**config.mk**
```make
export PLATFORM = sky130hd
export DESIGN_NAME = kernel_adapter_mchan
export DESIGN_NICKNAME = d
export VERILOG_FILES = /design/src/rtl/kernel_adapter_mchan_pkg.sv /design/src/rtl/kernel_adapter_mchan_chan_cnt.sv /design/src/rtl/kernel_adapter_mchan.sv
export SDC_FILE = /design/constraint.sdc
export NUM_CORES = 1
export LEC_CHECK = 0
export ABC_AREA = 1
export CAP_MARGIN = 0
export CORE_UTILIZATION = 47
export DETAILED_ROUTE_END_ITERATION = 12
export GPL_TIMING_DRIVEN = 0
export MAX_ROUTING_LAYER = met4
export PLACE_DENSITY = 0.93
export SYNTH_ARGS = -nofsm -noshare
export SYNTH_HDL_FRONTEND = slang
export SYNTH_SLANG_ARGS = --single-unit
```
**constraint.sdc**
```tcl
create_clock -name clk_i -period 3.1 [get_ports clk_i]
set_input_delay 0.465 -clock clk_i [delete_from_list [all_inputs] [get_ports clk_i]]
set_output_delay 0.465 -clock clk_i [all_outputs]
set_load 0.01 [all_outputs]
```
**src/rtl/kernel_adapter_mchan_pkg.sv**
```systemverilog
// Shared types and defaults for the multi-channel HWPE kernel adapter.
// Optional build macro used by the top: KERNEL_ADAPTER_MCHAN_PERF_EN.
package kernel_adapter_mchan_package;

  localparam int KA_MCHAN_CNT_W = 16;

  typedef enum logic [1:0] {
    ST_IDLE  = 2'd0,
    ST_RUN   = 2'd1,
    ST_DRAIN = 2'd2
  } state_kernel_adapter_mchan_e;

  typedef struct packed {
    logic ready;
    logic done;
    logic idle;
  } flags_kernel_adapter_mchan_t;

  typedef struct packed {
    logic start;
    logic clear;
  } ctrl_kernel_adapter_mchan_t;

endpackage

```
**src/rtl/kernel_adapter_mchan_chan_cnt.sv**
```systemverilog
// Per-channel transfer counter: samples its quota on load, counts enabled
// beats and saturates at the quota; met is high whenever count equals quota.
module kernel_adapter_mchan_chan_cnt
  import kernel_adapter_mchan_package::*;
#(
  parameter int CNT_W = KA_MCHAN_CNT_W
) (
  input  logic             clk_i,
  input  logic             rst_ni,
  input  logic             load,
  input  logic             clear,
  input  logic [CNT_W-1:0] max,
  input  logic             en,
  output logic [CNT_W-1:0] cnt,
  output logic             open,
  output logic             met
);

  logic [CNT_W-1:0] cnt_q;
  logic [CNT_W-1:0] max_q;

  always_ff @(posedge clk_i or negedge rst_ni) begin
    if (!rst_ni) begin
      cnt_q <= '0;
      max_q <= '0;
    end else if (clear) begin
      cnt_q <= '0;
      max_q <= '0;
    end else if (load) begin
      cnt_q <= '0;
      max_q <= max;
    end else if (en && !met) begin
      cnt_q <= cnt_q + 1'b1;
    end
  end

  // A zero quota is met from the first cycle of the job.
  assign met  = (cnt_q == max_q);
  assign open = (cnt_q < max_q);
  assign cnt  = cnt_q;

endmodule

```
**src/rtl/kernel_adapter_mchan.sv**
```systemverilog
// Multi-channel kernel adapter: gates N_IN sink channels against a run FSM,
// passes N_OUT source channels through, counts beats against per-job quotas.
// Optional perf counters under KERNEL_ADAPTER_MCHAN_PERF_EN.
//
// Handshake: a beat transfers on a channel in the cycle where valid and ready
// are both high at the clock edge; valid never waits on ready. Input channels
// are only opened (ready/valid forwarded) in RUN while below quota.
module kernel_adapter_mchan
  import kernel_adapter_mchan_package::*;
#(
  parameter int N_IN   = 2,
  parameter int N_OUT  = 1,
  parameter int DATA_W = 32,
  parameter int CNT_W  = KA_MCHAN_CNT_W
) (
  input  logic                    clk_i,
  input  logic                    rst_ni,
  input  logic                    test_mode_i,
  input  logic                    clear_i,
  input  logic                    start_i,
  input  logic [N_IN*CNT_W-1:0]   in_max_i,
  input  logic [N_OUT*CNT_W-1:0]  out_max_i,
  input  logic [N_IN-1:0]         in_valid_i,
  input  logic [N_IN*DATA_W-1:0]  in_data_i,
  output logic [N_IN-1:0]         in_ready_o,
  output logic [N_IN-1:0]         k_in_valid_o,
  output logic [N_IN*DATA_W-1:0]  k_in_data_o,
  input  logic [N_IN-1:0]         k_in_ready_i,
  input  logic [N_OUT-1:0]        k_out_valid_i,
  input  logic [N_OUT*DATA_W-1:0] k_out_data_i,
  output logic [N_OUT-1:0]        k_out_ready_o,
  output logic [N_OUT-1:0]        out_valid_o,
  output logic [N_OUT*DATA_W-1:0] out_data_o,
  input  logic [N_OUT-1:0]        out_ready_i,
  output logic                    flag_ready_o,
  output logic                    flag_done_o,
  output logic                    flag_idle_o,
  output logic [N_IN*CNT_W-1:0]   in_cnt_o,
  output logic [N_OUT*CNT_W-1:0]  out_cnt_o,
  output logic [1:0]              state_o
`ifdef KERNEL_ADAPTER_MCHAN_PERF_EN
  ,
  output logic [31:0]             busy_cycles_o,
  output logic [31:0]             in_stall_cycles_o
`endif
);

  state_kernel_adapter_mchan_e state_q;
  flags_kernel_adapter_mchan_t flags_q;
  ctrl_kernel_adapter_mchan_t  ctrl;

  logic [N_IN-1:0]  in_open, in_met, in_gate, in_fire;
  logic [N_OUT-1:0] unused_out_open, out_met, out_fire;
  logic             run, active, all_in_met, all_out_met;
  logic             unused_test_mode;

  assign unused_test_mode = test_mode_i;

  // Start is only honoured in IDLE, and never alongside an abort.
  always_comb begin
    ctrl       = '0;
    ctrl.clear = clear_i;
    ctrl.start = start_i && (state_q == ST_IDLE) && !clear_i;
  end

  assign run    = (state_q == ST_RUN);
  assign active = (state_q != ST_IDLE);

  assign in_gate      = in_open & {N_IN{run}};
  assign k_in_valid_o = in_valid_i & in_gate;
  assign in_ready_o   = k_in_ready_i & in_gate;
  assign k_in_data_o  = in_data_i;
  assign in_fire      = in_valid_i & in_ready_o;

  // Output side is never gated so the kernel can always drain.
  assign out_valid_o   = k_out_valid_i;
  assign out_data_o    = k_out_data_i;
  assign k_out_ready_o = out_ready_i;
  assign out_fire      = k_out_valid_i & out_ready_i & {N_OUT{active}};

  for (genvar i = 0; i < N_IN; i++) begin : g_in_cnt
    kernel_adapter_mchan_chan_cnt #(.CNT_W(CNT_W)) u_cnt (
      .clk_i (clk_i),
      .rst_ni(rst_ni),
      .load  (ctrl.start),
      .clear (ctrl.clear),
      .max   (in_max_i[i*CNT_W +: CNT_W]),
      .en    (in_fire[i]),
      .cnt   (in_cnt_o[i*CNT_W +: CNT_W]),
      .open  (in_open[i]),
      .met   (in_met[i])
    );
  end

  for (genvar j = 0; j < N_OUT; j++) begin : g_out_cnt
    kernel_adapter_mchan_chan_cnt #(.CNT_W(CNT_W)) u_cnt (
      .clk_i (clk_i),
      .rst_ni(rst_ni),
      .load  (ctrl.start),
      .clear (ctrl.clear),
      .max   (out_max_i[j*CNT_W +: CNT_W]),
      .en    (out_fire[j]),
      .cnt   (out_cnt_o[j*CNT_W +: CNT_W]),
      .open  (unused_out_open[j]),
      .met   (out_met[j])
    );
  end

  assign all_in_met  = &in_met;
  assign all_out_met = &out_met;

  always_ff @(posedge clk_i or negedge rst_ni) begin
    if (!rst_ni) begin
      state_q <= ST_IDLE;
      flags_q <= '{ready: 1'b0, done: 1'b0, idle: 1'b1};
    end else begin
      flags_q.ready <= 1'b0;
      flags_q.done  <= 1'b0;
      if (ctrl.clear) begin
        state_q      <= ST_IDLE;
        flags_q.idle <= 1'b1;
      end else begin
        case (state_q)
          ST_IDLE: begin
            if (ctrl.start) begin
              state_q      <= ST_RUN;
              flags_q.idle <= 1'b0;
            end
          end
          ST_RUN: begin
            if (all_in_met) begin
              state_q       <= ST_DRAIN;
              flags_q.ready <= 1'b1;
            end
          end
          ST_DRAIN: begin
            if (all_out_met) begin
              state_q      <= ST_IDLE;
              flags_q.done <= 1'b1;
              flags_q.idle <= 1'b1;
            end
          end
          default: begin
            state_q      <= ST_IDLE;
            flags_q.idle <= 1'b1;
          end
        endcase
      end
    end
  end

  assign flag_ready_o = flags_q.ready;
  assign flag_done_o  = flags_q.done;
  assign flag_idle_o  = flags_q.idle;
  assign state_o      = state_q;

`ifdef KERNEL_ADAPTER_MCHAN_PERF_EN
  logic [31:0] busy_q, stall_q;
  logic        stall;

  assign stall = |(in_gate & in_valid_i & ~k_in_ready_i);

  always_ff @(posedge clk_i or negedge rst_ni) begin
    if (!rst_ni) begin
      busy_q  <= '0;
      stall_q <= '0;
    end else if (ctrl.start || ctrl.clear) begin
      busy_q  <= '0;
      stall_q <= '0;
    end else begin
      if (active && (busy_q != '1)) busy_q <= busy_q + 1'b1;
      if (stall && (stall_q != '1)) stall_q <= stall_q + 1'b1;
    end
  end

  assign busy_cycles_o     = busy_q;
  assign in_stall_cycles_o = stall_q;
`endif

endmodule

```
==> key figures, run 1 <==
GRT
  • Global-route wire length before repair: ~33 mm
  • Pin count of the biggest net entering global routing: 71
  • Vias in the first global route: 6,988
  • Initial antenna violation count: 0
  • GRT Overall Usage: 27.2%
  • GRT overflow: 0

Yosys
  • Mapped Nets: 1,165
  • Avg Cell Area, Syn: 7.40 um2
  • Warnings from Yosys: 0
  • Seq cells post-synth: approximately 100
  • Yosys cell types: 36
  • Synthesized instance count: 975
  • Synthesized cell area: between 0.007 and 0.008 mm2
  • Sequential-to-total area share from yosys stat: 35.1%

Power and ir drop
  • Leakage: 4.82 nW
  • Worst VDD drop: 0.293 mV
  • Power Density: approximately 350 mW/mm2
  • Total power after layout: 3.48 mW

CTS
  • Clk_lat worst skew: 0.35 ns
  • Clock-pin slew on the worst setup and hold paths: 0.07 ns
  • Clk buf depth: 2
  • Gates resized, CTS repair: 0
  • Hold Buf Count CTS: 0
  • Total CTS buffers: 9
  • CTS root buf: clkbuf_16
  • CTS sink count: 101
  • H-tree depth: 3
  • CTS tree: done
  • Post-CTS Repair Setup Buffers: 0

STA
  • Final setup fails: 0
  • Max_slew headroom: 56.9%
  • Slew Limit Fails: 0
  • Slew at the pin with the worst max-slew slack: 0.642 ns
  • Final period util: 95.1%
  • Fmax: 0.339 GHz
  • Sum Neg Setup Slack: 0 ns
  • Final Hold Viols: 0
  • Fin crit period: 2.95 ns
  • RSZ-0062 raised after global routing: no
  • Crit path setup slack, layout: 0.153 ns
  • Clock skew: roughly 0.0064 ns

Finish
  • Nets: between 1,000 and 1,500
  • Fillers: 1,209
  • # diodes: 0
  • Multi-input logic area: approximately 0.0034 mm2
  • Share of layout cells above drive strength 1: 13.5%
  • Area grow syn2layout: 37.3%
  • Reg area: 0.00253 mm2

Setup path
  • CP max FO: 8
  • Crit start category: flip-flop
  • Crit. End Element: primary output
  • CP arrival: 2.48 ns
  • CP required: ~2.6 ns
  • Crit Path Category: flip-flop to primary output
  • R2R depth: 10

Drt
  • Via-to-Cell Ratio: ~5.3
  • Initial DRT Pass Iterations: 8
  • Number of remaining DRC errors: 0
  • Wirelength per Cell: approximately 15 um
  • Iteration-0 DRC Markers: 530
  • Via count: 7,319
  • Total Wirelength: 20.9 mm
  • Post-route ant nets: 0

Min path
  • Hold Crit Class: input port to asynchronous set/reset pin

Floorplan
  • Die Footprint: 0.0158 mm2
  • Die X: between 100 and 150 um
  • Row cnt: 44
  • Die height: 126 um
  • Core area: between 0.01 and 0.015 mm2
  • Initial Utilization: 48.9%
  • Number of top-level pins: 310

Place
  • Port Buf Inserts: around 210
  • HPWL after DPL: 16.0 mm
  • Routability cong.: 0.950
  • Pre-CTS setup slack: between 0.5 and 0.6 ns

Outcome
  • Outcome: complete, no violations

Run
  • Number of max-cap violations: 0
[power breakdown]
part	internal [mW]	switching, mW	leakage [nW]
Sequential	1.37	0.0397	1.38
Combinational	0.411	0.406	3.29
Clock	0.729	0.520	0.158
Total	2.51	0.965	4.82
[metrics by stage]
step	area, um2	hold WS (ns)	cells	utilization, %
6_report	9910	0.0617	1387	67.1
5_1_grt	9910	0.0891	1387	67.1
4_1_cts	9910	0.0728	1387	67.1
3_5_place_dp	9580	0.448	1371	64.9
3_3_place_gp	9560	0.455	1370	64.8
2_1_floorplan	7210	0.169	975	-
[critical path, stage by stage, from the launching register on]
cell and delay [ns]:
dfrtp_1 0.51, ha_1 0.37, a21o_1 0.19, nor2_1 0.12, nand2_1 0.07, nand2_1 0.12
nand2_1 0.10, nor2_1 0.11, clkdlybuf4s50_1 0.54
[final timing paths]
check / startpoint / to / slack, ns
hold / removal: rst_ni / g_out_cnt[0].u_cnt.max_q[6] / 0.06
max in group asynchronous: rst_ni / flag_idle_o / 2.31
min in group clk_i: flag_idle_o / flag_idle_o / 0.47
hold reg to reg: flag_idle_o / flag_idle_o / 0.47
setup / recovery: g_in_cnt[1].u_cnt.cnt[7] / k_in_valid_o[1] / 0.15
setup reg to reg: g_in_cnt[0].u_cnt.cnt[15] / g_in_cnt[0].u_cnt.cnt[15] / 0.90
[synth_stat cells, drive strengths merged]
| library cell | instances | area (um2) |
|---|---|---|
| a21boi | 1 | 7.51 |
| a21o | 4 | 30.0 |
| a21oi | 9 | 45.0 |
| a22o | 18 | 158 |
| buf | 124 | 910 |
| clkbuf | 6 | 22.5 |
| dfrtp | 100 | 2500 |
| dfstp | 1 | 26.3 |
| ha | 35 | 438 |
| inv | 103 | 389 |
| nand2 | 255 | 997 |
| nand3 | 93 | 470 |
| nand3b | 1 | 7.51 |
| nand4 | 18 | 143 |
| nor2 | 102 | 395 |
| nor3 | 28 | 156 |
| nor4 | 12 | 75.1 |
| o21ai | 30 | 150 |
| o21bai | 10 | 75.1 |
| o31ai | 1 | 7.51 |
| or2 | 1 | 6.26 |
| xnor2 | 2 | 17.5 |
| xor2 | 21 | 184 |
[final cells by class]
cell class | count | area share (%)
buffer | 130 | 9.41
clock buffer | 10 | 2.41
clock inverter | 6 | 0.872
inverter | 103 | 3.93
multi-input combinational | 641 | 34.0
sequential | 101 | 25.5
tap | 184 | 2.32
timing repair buffer | 212 | 21.6
[logic make-up (layout without fill, tap and decap cells)]
group | Yosys count | after routing | share of synthesized area (%)
flops | 101 | 101 | 35.1
xor+xnor | 23 | 23 | 2.79
compound gates | 73 | 73 | 6.56
buf+inv | 233 | 461 | 18.3
simple gates | 510 | 510 | 31.2
fa+ha+maj | 35 | 35 | 6.07
[registers in the layout, summed over array words and instances (netlist names)]
name                   count
g_in_cnt.u_cnt.cnt        32
g_in_cnt.u_cnt.max_q      32
g_out_cnt.u_cnt.cnt       16
g_out_cnt.u_cnt.max_q     16
state_o                    2
flag_done_o                1
flag_idle_o                1
flag_ready_o               1
[routing by layer]
metal  global-route usage, %  wire length, um  vias up
met5                       -                0        -
met4                    10.1              514        0
met3                    4.80             1770       54
met2                    46.2            10300      415
met1                    32.3             8270     3368
li1                        -                -     3482
[cells in the final DEF, fill, tap and decap left out, drive strengths merged, types with 10 or more instances in the layout]
cell type,n
a22o,18
nor3,28
inv,103
nand4,18
nor4,12
nand3,93
o21bai,10
xor2,21
nor2,102
dfrtp,100
buf,126
ha,35
clkdlybuf4s50,210
clkbuf,16
o21ai,30
nand2,255
Power figures use the tool's default switching activity.
==> inputs of run 2 (changes only) <==
ABC_AREA = default   (was 1)
CORE_UTILIZATION = 44   (was 47)
PLACE_DENSITY = 0.92   (was 0.93)
==> run 2 against run 1 <==
Core utilization down 0.84 points. Clock power about the same. Clock skew up 0.0011 ns. Sequential cell count unchanged.
==> key figures, run 2 <==
Yosys
  • Top cell type's share of synthesized area: 40.6% (+5.9 points)
  • Async S/R FF share, synth: 100% (unchanged)
  • Ys flop type: dfrtp_1
  • Adder-cell share of the synthesized area: 7.10% (+1.0 points)
  • Xor/xnor cell area share of the yosys netlist: 3.41% (+0.62 points)
  • Post-synthesis compound-gate area fraction: 15.1% (+8.6 points)
  • Synthesized cell area: 0.00617 mm2 (-15%)
  • Synthesized instance count: 680 (-30%)
  • Warnings from Yosys: 0 (unchanged)
  • Sequential-to-total area share from yosys stat: 41.0% (+6.0 points)
  • Avg Cell Area, Syn: 9.07 um2 (+23%)
  • Yosys cell types: 37 (+2.8%)
  • Ranking of synthesized cells by area: dfrtp_1 (41%), buf_4 (12%), ha_1 (7.1%)
  • Mux share of post-synthesis cell area: 0.325% (+0.32 points)
  • EDFF count, synth: 0 (unchanged)
  • Post-synth top cells: dfrtp_1 (100), buf_4 (98), o21ai_0 (57), nand2_1 (53), a21oi_1 (48)
  • Count leader, synth: dfrtp_1
  • Simple-gate share of the synthesized area: 16.7% (-15 points)
  • Main combinational cell family by area after synthesis: simple AND/OR/NAND/NOR gates
  • Seq cells post-synth: 101 (unchanged)
  • Yosys top cell by area: dfrtp_1
  • Mapped Nets: 870 (-25%)

Floorplan
  • Initial Utilization: 45.8% (-3.1 points)
  • Row cnt: 42 (-4.5%)
  • Die X: 120 um (-4.4%)
  • Core area: 0.0135 mm2 (-8.8%)
  • Die Footprint: 0.0145 mm2 (-8.6%)
  • Number of top-level pins: 310 (unchanged)
  • Die height: 120 um (-4.4%)

Finish
  • Most common cell after layout, fill and taps aside: clkdlybuf4s50_1
  • Multi-input logic area: 0.00265 mm2 (-21%)
  • Most frequent cells in the layout: clkdlybuf4s50_1 (209), buf_4 (104), dfrtp_1 (96)
  • # diodes: 0 (unchanged)
  • Fillers: 1,120 (-7.4%)
  • Share of layout cells above drive strength 1: 14.7% (+1.1 points)
  • Finished layout cell area: 0.00892 mm2 (-10%)
  • Area grow syn2layout: 44.6%
  • Nets: 1,097 (-21%)
  • Reg area: 0.00253 mm2 (+0.20%)
  • Non-filler cells in the finished layout: 1,088 (-22%)

CTS
  • CTS sink count: 101 (unchanged)
  • Total CTS buffers: 9 (unchanged)
  • H-tree depth: 3 (unchanged)
  • Clock-pin slew on the worst setup and hold paths: 0.07 ns (about the same)
  • Hold Buf Count CTS: 0 (unchanged)
  • Clk_lat worst skew: 0.35 ns (about the same)
  • CTS root buf: clkbuf_16
  • CTS tree: done
  • Clk buf depth: 2 (unchanged)

Setup path
  • CP arrival: 2.56 ns (+0.08 ns)
  • FF-to-FF Start: g_in_cnt[0].u_cnt.cnt[13]
  • Crit Path Category: flip-flop to primary output
  • CP max FO: 6 (-2)
  • Worst Setup EP: k_in_valid_o[1]
  • Critical path origin: g_in_cnt[1].u_cnt.cnt[13]
  • Crit start category: flip-flop
  • Reg2Reg Setup Slack: 0.30 ns (-0.60 ns)
  • Crit. End Element: primary output
  • R2R depth: 8 (-2)
  • CP required: 2.63 ns (about the same)
  • Reg-to-reg critical path endpoint: g_in_cnt[0].u_cnt.cnt[9]

Min path
  • Hold Crit Class: input port to asynchronous set/reset pin

Run
  • Number of max-cap violations: 0 (unchanged)

GRT
  • GRT Overall Usage: 23.8% (-3.4 points)
  • Vias in the first global route: 5,323 (-24%)
  • Global-route wire length before repair: 26.3 mm (-21%)
  • Pin count of the biggest net entering global routing: 55 (-23%)
  • Initial antenna violation count: 0 (unchanged)
  • GRT overflow: 0 (unchanged)

Drt
  • Post-route ant nets: 0 (unchanged)
  • Iteration-0 DRC Markers: 394 (-26%)
  • Total Wirelength: 16.7 mm (-20%)
  • Via count: 5,712 (-22%)
  • Number of remaining DRC errors: 0 (unchanged)
  • Via-to-Cell Ratio: 5.25 (-0.51%)
  • Initial DRT Pass Iterations: 5 (-3)
  • Wirelength per Cell: 15.3 um (+1.9%)

STA
  • Slew Limit Fails: 0 (unchanged)
  • Slew at the pin with the worst max-slew slack: 0.886 ns (+0.244 ns)
  • Max_slew headroom: 40.7% (-16 points)
  • Clock skew: 0.00757 ns (+0.00114 ns)
  • Fmax: 0.330 GHz (-2.7%)
  • Final setup fails: 0 (unchanged)
  • Final period util: 97.7% (+2.6 points)
  • Fin crit period: 3.03 ns (+0.0813 ns)
  • Final Hold Viols: 0 (unchanged)

Power and ir drop
  • Total power after layout: 3.29 mW (-5.5%)
  • Leakage: 3.80 nW (-21%)
  • Worst VDD drop: 0.273 mV (-6.9%)
  • Power Density: 368 mW/mm2 (+5.0%)

Place
  • Inst Count DP: 1,068 (-22%)
  • DP Area: 0.00852 mm2 (-11%)
  • Routability cong.: 0.883 (-7.1%)
  • Port Buf Inserts: 211 (unchanged)
  • HPWL after DPL: 12.9 mm (-20%)

Outcome
  • Outcome: complete, no violations
## run 2: cell count changes after synthesis, moves of 20 or more
| cell | previous run | this run |
|---|---|---|
| xor2_1 | 21 | 0 |
| xnor2_1 | 2 | 24 |
| or3_1 | 0 | 20 |
| o21ai_0 | 30 | 57 |
| nor2_1 | 99 | 23 |
| nor3_1 | 26 | 5 |
| nand3_1 | 92 | 17 |
| inv_1 | 99 | 44 |
| nand2_1 | 247 | 53 |
| a21oi_1 | 9 | 48 |
## run 2: routing by layer
metal	GRT usage [%]	share of wire, %	vias to the layer above
li1	-	-	2745
met1	29.6	42	2701
met2	38.9	50	236
met3	3.92	6.3	30
met4	9.03	2.3	0
met5	-	0	-
## run 2: final cells by class
class	count	area share, %
clock inverters	4	0.786
plain buffers	124	9.50
well taps	176	2.47
inverters	44	1.85
flip-flops and latches	101	28.4
repair buffers	217	24.4
multi-input cells	410	29.7
clock buffers	12	2.88
## run 2: worst min path at each step
stage	slack, ns	endpoint	from
2_1_floorplan	0.17	flag_done_o	rst_ni
3_3_place_gp	0.50	g_in_cnt[1].u_cnt.max_q[0]	g_in_cnt[1].u_cnt.max_q[0]
3_5_place_dp	0.50	g_in_cnt[1].u_cnt.max_q[0]	g_in_cnt[1].u_cnt.max_q[0]
4_1_cts	0.15	g_in_cnt[1].u_cnt.max_q[8]	rst_ni
5_1_grt	0.19	g_in_cnt[1].u_cnt.max_q[10]	rst_ni
6_report	0.14	g_in_cnt[1].u_cnt.max_q[8]	rst_ni
## run 2: cells by family after synthesis
family | Yosys count
muxes | 2
adders and majority gates | 35
AOI/OAI and AO/OA | 155
buffers and inverters | 169
and+or+nand+nor | 194
xor gates and xnor gates | 24
DFF | 101
## run 2: power by group
| group | leakage (nW) | internal, mW | total, mW | switching, mW |
|---|---|---|---|---|
| logic | 2.27 | 0.363 | 0.666 | 0.303 |
| clock network | 0.163 | 0.749 | 1.24 | 0.487 |
| registers | 1.38 | 1.36 | 1.38 | 0.0226 |
| total | 3.80 | 2.47 | 3.29 | 0.813 |
## run 2: critical path, cell delays in order (launching register included)
cell	delay, ns
dfrtp_2	0.44
ha_1	0.33
a211oi_1	0.25
o21ai_1	0.14
a21oi_2	0.19
nor2b_2	0.19
and2_1	0.13
clkdlybuf4s50_1	0.53
## run 2: through the flow
step           util (%)  setup WS (ns)  setup TNS [ns]  hold WS (ns)
4_1_cts            65.9        0.00268               0         0.151
3_3_place_gp       63.2          -2.24         -225.06         0.499
5_1_grt            66.3        -0.0135         -0.0245         0.188
2_1_floorplan         -          0.556               0         0.169
3_5_place_dp       63.4         -0.247          -0.247         0.503
6_report           66.3         0.0722               0         0.136
## run 2: timing repair
item	CTS	global route
buffers inserted	1	4
setup endpoints to repair	3	11
resized for setup	4	11
pin swaps	3	4
==> inputs of run 3 (changes only) <==
ABC_AREA = 1   (was default)
CORE_UTILIZATION = 47   (was 44)
PLACE_DENSITY = 0.93   (was 0.92)
==> results of run 3 <==
Same layout as run 1: the final DEF is identical, and so are final timing and power.
